[src/rtl/bio_gpio_irq_apb.sv]
// APB-programmable GPIO block: output/direction registers, synchronised inputs,
// per-pin rise/fall capture into a W1C status register and maskable level interrupts.
module bio_gpio_irq_apb #(
  parameter int NPIN        = 32,
  parameter int NIRQ        = 4,
  parameter int AW          = 12,
  parameter int SYNC_STAGES = 2
) (
  input  logic            pclk,
  input  logic            reset,
  input  logic [NPIN-1:0] gpio_in,
  output logic [NPIN-1:0] gpio_out,
  output logic [NPIN-1:0] gpio_dir,
  output logic [NIRQ-1:0] irq,
  input  logic [AW-1:0]   PADDR,
  input  logic            PSEL,
  input  logic            PENABLE,
  input  logic            PWRITE,
  input  logic [3:0]      PSTRB,
  input  logic [31:0]     PWDATA,
  output logic [31:0]     PRDATA,
  output logic            PREADY,
  output logic            PSLVERR
);

  localparam logic [31:0] W_OUT     = 32'd0;
  localparam logic [31:0] W_DIR     = 32'd1;
  localparam logic [31:0] W_IN      = 32'd2;
  localparam logic [31:0] W_OUT_SET = 32'd3;
  localparam logic [31:0] W_OUT_CLR = 32'd4;
  localparam logic [31:0] W_RISE_EN = 32'd5;
  localparam logic [31:0] W_FALL_EN = 32'd6;
  localparam logic [31:0] W_STATUS  = 32'd7;
  localparam logic [31:0] W_MASK0   = 32'd8;
  localparam logic [31:0] W_END     = 32'(8 + NIRQ);

  logic [NPIN-1:0] sync_q [SYNC_STAGES];
  logic [NPIN-1:0] sync_d [SYNC_STAGES];
  logic [NPIN-1:0] prev_q, prev_d;
  logic [NPIN-1:0] out_q, out_d;
  logic [NPIN-1:0] dir_q, dir_d;
  logic [NPIN-1:0] rise_en_q, rise_en_d;
  logic [NPIN-1:0] fall_en_q, fall_en_d;
  logic [NPIN-1:0] status_q, status_d;
  logic [NPIN-1:0] mask_q [NIRQ];
  logic [NPIN-1:0] mask_d [NIRQ];
  logic [NIRQ-1:0] irq_q, irq_d;

  logic [NPIN-1:0] in_w, event_w, wmask_w, wdata_w, rdata_w;
  logic [31:0]     word_idx, strb_mask;
  logic            access, mapped, wr_en, rd_en;
  logic            unused_bits;

  assign unused_bits = ^{PADDR[1:0], PWDATA, strb_mask};

  // Decode; reset gates the access so an interrupted transfer has no effect.
  always_comb begin
    word_idx = '0;
    word_idx[AW-3:0] = PADDR[AW-1:2];
    access = PSEL & PENABLE & ~reset;
    mapped = (word_idx < W_END);
    wr_en  = access & PWRITE & mapped;
    rd_en  = access & ~PWRITE & mapped;
    strb_mask = '0;
    for (int b = 0; b < 4; b++) begin
      strb_mask[8*b +: 8] = {8{PSTRB[b]}};
    end
    wmask_w = strb_mask[NPIN-1:0];
    wdata_w = PWDATA[NPIN-1:0] & wmask_w;
  end

  always_comb begin
    sync_d[0] = gpio_in;
    for (int s = 1; s < SYNC_STAGES; s++) begin
      sync_d[s] = sync_q[s-1];
    end
  end

  assign in_w = sync_q[SYNC_STAGES-1];

  always_comb begin
    out_d     = out_q;
    dir_d     = dir_q;
    rise_en_d = rise_en_q;
    fall_en_d = fall_en_q;
    status_d  = status_q;
    for (int k = 0; k < NIRQ; k++) begin
      mask_d[k] = mask_q[k];
    end
    prev_d  = in_w;
    event_w = (in_w & ~prev_q & rise_en_q) | (~in_w & prev_q & fall_en_q);
    if (wr_en) begin
      case (word_idx)
        W_OUT:     out_d     = (out_q & ~wmask_w) | wdata_w;
        W_DIR:     dir_d     = (dir_q & ~wmask_w) | wdata_w;
        W_OUT_SET: out_d     = out_q | wdata_w;
        W_OUT_CLR: out_d     = out_q & ~wdata_w;
        W_RISE_EN: rise_en_d = (rise_en_q & ~wmask_w) | wdata_w;
        W_FALL_EN: fall_en_d = (fall_en_q & ~wmask_w) | wdata_w;
        W_STATUS:  status_d  = status_q & ~wdata_w;
        default: begin
          for (int k = 0; k < NIRQ; k++) begin
            if (word_idx == W_MASK0 + 32'(k)) begin
              mask_d[k] = (mask_q[k] & ~wmask_w) | wdata_w;
            end
          end
        end
      endcase
    end
    // Applied after the W1C so a coincident new edge keeps the bit set.
    status_d = status_d | event_w;
  end

  for (genvar gi = 0; gi < NIRQ; gi++) begin : g_irq
    assign irq_d[gi] = |(status_q & mask_q[gi]);
  end

  always_comb begin
    rdata_w = '0;
    if (rd_en) begin
      case (word_idx)
        W_OUT:     rdata_w = out_q;
        W_DIR:     rdata_w = dir_q;
        W_IN:      rdata_w = in_w;
        W_RISE_EN: rdata_w = rise_en_q;
        W_FALL_EN: rdata_w = fall_en_q;
        W_STATUS:  rdata_w = status_q;
        default: begin
          for (int k = 0; k < NIRQ; k++) begin
            if (word_idx == W_MASK0 + 32'(k)) begin
              rdata_w = mask_q[k];
            end
          end
        end
      endcase
    end
    PRDATA = '0;
    PRDATA[NPIN-1:0] = rdata_w;
  end

  assign PSLVERR  = access & ~mapped;
  assign PREADY   = 1'b1;
  assign gpio_out = out_q;
  assign gpio_dir = dir_q;
  assign irq      = irq_q;

  always_ff @(posedge pclk or posedge reset) begin
    if (reset) begin
      for (int s = 0; s < SYNC_STAGES; s++) begin
        sync_q[s] <= '0;
      end
      prev_q    <= '0;
      out_q     <= '0;
      dir_q     <= '0;
      rise_en_q <= '0;
      fall_en_q <= '0;
      status_q  <= '0;
      for (int k = 0; k < NIRQ; k++) begin
        mask_q[k] <= '0;
      end
      irq_q     <= '0;
    end else begin
      for (int s = 0; s < SYNC_STAGES; s++) begin
        sync_q[s] <= sync_d[s];
      end
      prev_q    <= prev_d;
      out_q     <= out_d;
      dir_q     <= dir_d;
      rise_en_q <= rise_en_d;
      fall_en_q <= fall_en_d;
      status_q  <= status_d;
      for (int k = 0; k < NIRQ; k++) begin
        mask_q[k] <= mask_d[k];
      end
      irq_q     <= irq_d;
    end
  end

endmodule

[config.mk]
export PLATFORM = sky130hd
export DESIGN_NAME = bio_gpio_irq_apb
export DESIGN_NICKNAME = d
export VERILOG_FILES = /design/src/rtl/bio_gpio_irq_apb.sv
export SDC_FILE = /design/constraint.sdc
export NUM_CORES = 1
export LEC_CHECK = 0
export ABC_AREA = 1
export BUFFER_PORTS_ARGS = -buffer_cell sky130_fd_sc_hd__buf_2
export CORE_AREA = 2 2 210 212
export CTS_CLUSTER_DIAMETER = 120
export DETAILED_ROUTE_END_ITERATION = 10
export DIE_AREA = 0 0 212 214
export GPL_ROUTABILITY_DRIVEN = 0
export GPL_TIMING_DRIVEN = 0
export PLACE_DENSITY = 0.73
export SYNTH_ARGS = -nofsm -noshare
export SYNTH_HDL_FRONTEND = slang
export SYNTH_SLANG_ARGS = --single-unit
[constraint.sdc]
create_clock -name pclk -period 34.3 [get_ports pclk]
set_input_delay 0 -clock pclk [delete_from_list [all_inputs] [get_ports pclk]]
set_output_delay 0 -clock pclk [all_outputs]
set_load 0.01 [all_outputs]
==> results.json <==
{
  "status": "complete, no violations",
  "drtIter0Drc": 3294,
  "critical_path.cell_chain": "dlygate4sd3_1, buf_2, dlygate4sd3_1, inv_8, buf_16, nand3_1, inv_1, nand2_1, nor2_1, clkbuf_1, nand2_1, nor2_1, buf_2",
  "cellLeakagePower_nw": 11.59,
  "post-dp-hpwl_um": 56040,
  "worst_ep_arrival_time_ps": 4430,
  "vias": 19879,
  "area.growth.synth_to_final_pct": 20.17,
  "globalRoute.totalOverflow": 0,
  "syn_nets": 2556,
  "synthesis.area_um2": 19110,
  "ys_async_sr_fraction_pct": 100.0,
  "final_hold_viol_count": 0,
  "grt_start_max_net_pins": 125,
  "maxCapViolations": 0,
  "worst_setup_hold_path_clk_slew_ps": 60,
  "crit_path_top_delay_cell": "dlygate4sd3_1",
  "actual_transition_at_the_worst_max_transition_pin_ps": 998.3,
  "floorplan.die_area_um2": 45370,
  "ys_top_cells_by_area": "dfrtp_1 51%, nand2_1 20%, nand3_1 6.3%",
  "synth_seq_cells": 388,
  "p_sw_uw": 239.2,
  "synth_largest_type_area_fraction_pct": 50.80,
  "cp.required_ps": 34300,
  "vdd_drop_max_v": 0.00004197,
  "synthMostInstantiatedCell": "nand2_1",
  "finalWorstPathRequiredPeriod_ps": 4429,
  "total_grt_usage_pct": 33.72,
  "slew_violations": 0,
  "max_clock_freq_mhz": 225.8,
  "stdcell_area_um2": 22970,
  "path_class": "input port to output port",
  "synthDominantAreaCellType": "dfrtp_1",
  "cts_sinks": 388,
  "power_per_cell_area_nw_per_um2": 42.94,
  "worst_setup_path_startpoint": "reset",
  "yosys-top-cells-count": "1023 x nand2_1, 388 x dfrtp_1, 239 x nand3_1",
  "power_frac_clock_pct": 47.5,
  "critical_path_peak_fanout": 117,
  "worstHoldPathType": "input port to register",
  "detail_route.wl_per_cell_um": 22.47,
  "wl_um": 76160,
  "yosys.cell_types.count": 30,
  "postCtsResizedCells": 0,
  "dp_area_um2": 20850,
  "total_of_buffers_placed_on_input_and_output_ports": 183,
  "endpoint_kind": "output port",
  "cts_inserted_buffers": 42,
  "crit_path_start_kind": "input port",
  "clockRootBuffer": "clkbuf_16",
  "clock-skew-final_ps": 25.71,
  "clockBufferDepth": 3,
  "yosys_warnings": 0,
  "slowest_cell_delay_on_critical_path_ps": 620,
  "first_pass_grt_wire_length_um": 114300,
  "num-fill-cells": 3974,
  "grt_pass1_vias": 18771,
  "postSynthAreaPerCell_um2": 7.735,
  "fin_setup_tns_ps": 0,
  "via_per_inst": 5.866,
  "synth_cells": 2471,
  "layoutNonFillerInstCount": 3389,
  "number_of_flops_mapped_to_enable_cells_by_yosys": 0,
  "final.period_utilization_pct": 12.91,
  "rr_worst_depth": 4,
  "share_of_final_layout_standard_cells_stronger_than_drive_strength_1_pct": 13.63,
  "htree_levels": 2,
  "dpl.cell_count": 3242,
  "power_report.internal_total_uw": 747.1,
  "cts_hold_repair.buffers": 70,
  "power.combinational.fraction_pct": 5.1,
  "crit_path_end": "PRDATA[7]",
  "post_detailed_route_count_of_antenna_violating_nets": 0,
  "fp.coreArea_um2": 42890,
  "clock_tree_from_tritoncts": "done",
  "insertion_delay_ps": 590,
  "dieHeight_um": 214,
  "ys_seq_area_share_pct": 50.80,
  "switching_share_of_power_pct": 24.25,
  "rrSetupSlack_ps": 32670,
  "finish.net_count": 2856,
  "synth_ff_type": "dfrtp_1",
  "drc": 0,
  "post-cts-setup-buffers": 0,
  "floorplan.io_pins": 187,
  "placementRows": 76,
  "relative_slew_margins_pct": 33.44,
  "firstDrtPassIters": 7,
  "die_x_um": 212,
  "setup_viol": 0,
  "initial_antenna_violation_count": 2,
  "regToRegEndpoint": "irq[2]",
  "seq_power_share_pct": 47.4,
  "floorplan.initialDensity_pct": 44.57,
  "launch_instance_of_the_worst_register_to_register_path": "status_q[24]",
  "rsz_0062_raised_after_global_routing": "no"
}
-- through the flow --
| stage | hold slack [ps] | util [%] | total power [mW] | setup slack, ps |
|---|---|---|---|---|
| global route | 45.25 | 53.56 | 1.013 | 29690 |
| detailed placement | 7.540 | 48.62 | 0.5174 | 31080 |
| finish | 49.04 | 53.56 | 0.9863 | 29870 |
| CTS | 32.83 | 53.54 | 0.9875 | 30090 |
| floorplan | 31.43 | - | 0.4945 | 23500 |
| global placement | 108.1 | 48.41 | 0.5157 | 18200 |
-- placed cells by master, fill, tap and decap left out, drive strengths merged --
| cell | netlist | final |
|---|---|---|
| dfrtp | 388 | 388 |
| o21ai | 137 | 137 |
| nand3 | 243 | 243 |
| conb | 1 | 1 |
| a221oi | 2 | 2 |
| diode | 0 | 2 |
| bufinv | 0 | 3 |
| dlygate4sd3 | 0 | 70 |
| buf | 89 | 275 |
| nor4 | 5 | 5 |
| o2111ai | 3 | 3 |
| inv | 91 | 93 |
| nor3 | 7 | 7 |
| nor2 | 186 | 186 |
| clkinvlp | 0 | 8 |
| a22o | 2 | 2 |
| a31oi | 31 | 31 |
| clkinv | 1 | 6 |
| nand4 | 203 | 203 |
| nand2 | 1031 | 1031 |
| clkbuf | 51 | 108 |
-- final cells by class --
cell class	count	area [um2]	area share [%]
sequential	388	9709	42.27
multi-input combinational	1851	8367	36.43
timing repair buffer	256	1699	7.398
clock buffer	57	1207	5.257
tap	585	732.0	3.187
buffer	140	690.7	3.007
inverter	92	354.1	1.542
clock inverter	18	203.9	0.8879
antenna	2	5.005	0.02179
-- power groups by stage --
| stage | sequential, mW | combinational, mW | clock [mW] |
|---|---|---|---|
| finish | 0.467 | 0.0500 | 0.469 |
| global route | 0.468 | 0.0534 | 0.492 |
| CTS | 0.467 | 0.0481 | 0.472 |
| detailed placement | 0.476 | 0.0417 | 0 |
| global placement | 0.476 | 0.0398 | 0 |
| floorplan | 0.475 | 0.0198 | 0 |
-- cell families after synthesis --
family	count (synthesis)	synth area share, %
AO/OA/AOI/OAI	175	4.923
buffers and inverters	232	5.427
flip-flops	388	50.80
other	1	0.01962
AND/OR/NAND/NOR	1675	38.83
-- worst min-delay path by stage --
stage / from / endpoint / slack (ps) / cells after the start
finish: gpio_in[4] / sync_d[4] / 50 / 2
floorplan: gpio_in[0] / sync_d[0] / 30 / 0
CTS: gpio_in[31] / sync_d[31] / 30 / 2
global placement: gpio_in[12] / sync_d[12] / 110 / 1
global route: gpio_in[7] / sync_d[7] / 50 / 2
detailed placement: reset / sync_d[25] / 8 / 2
-- layer usage --
layer  part of all wire (%)  wire length (um)  vias to the layer above  GRT usage [%]
li1                       -                 -                     8769              -
met2                     42             31620                     1560          48.01
met3                     14             11010                      349          10.01
met4                    7.8              5904                        0          22.25
met1                     36             27620                     9201          44.45
met5                      0                 0                        -              0
-- critical path: cells and delay by family --
family	cells	cell delay, ps
buffers and inverters	8	2880
and+or+nand+nor	5	1380
No activity file was read; power rests on OpenSTA's default activity.
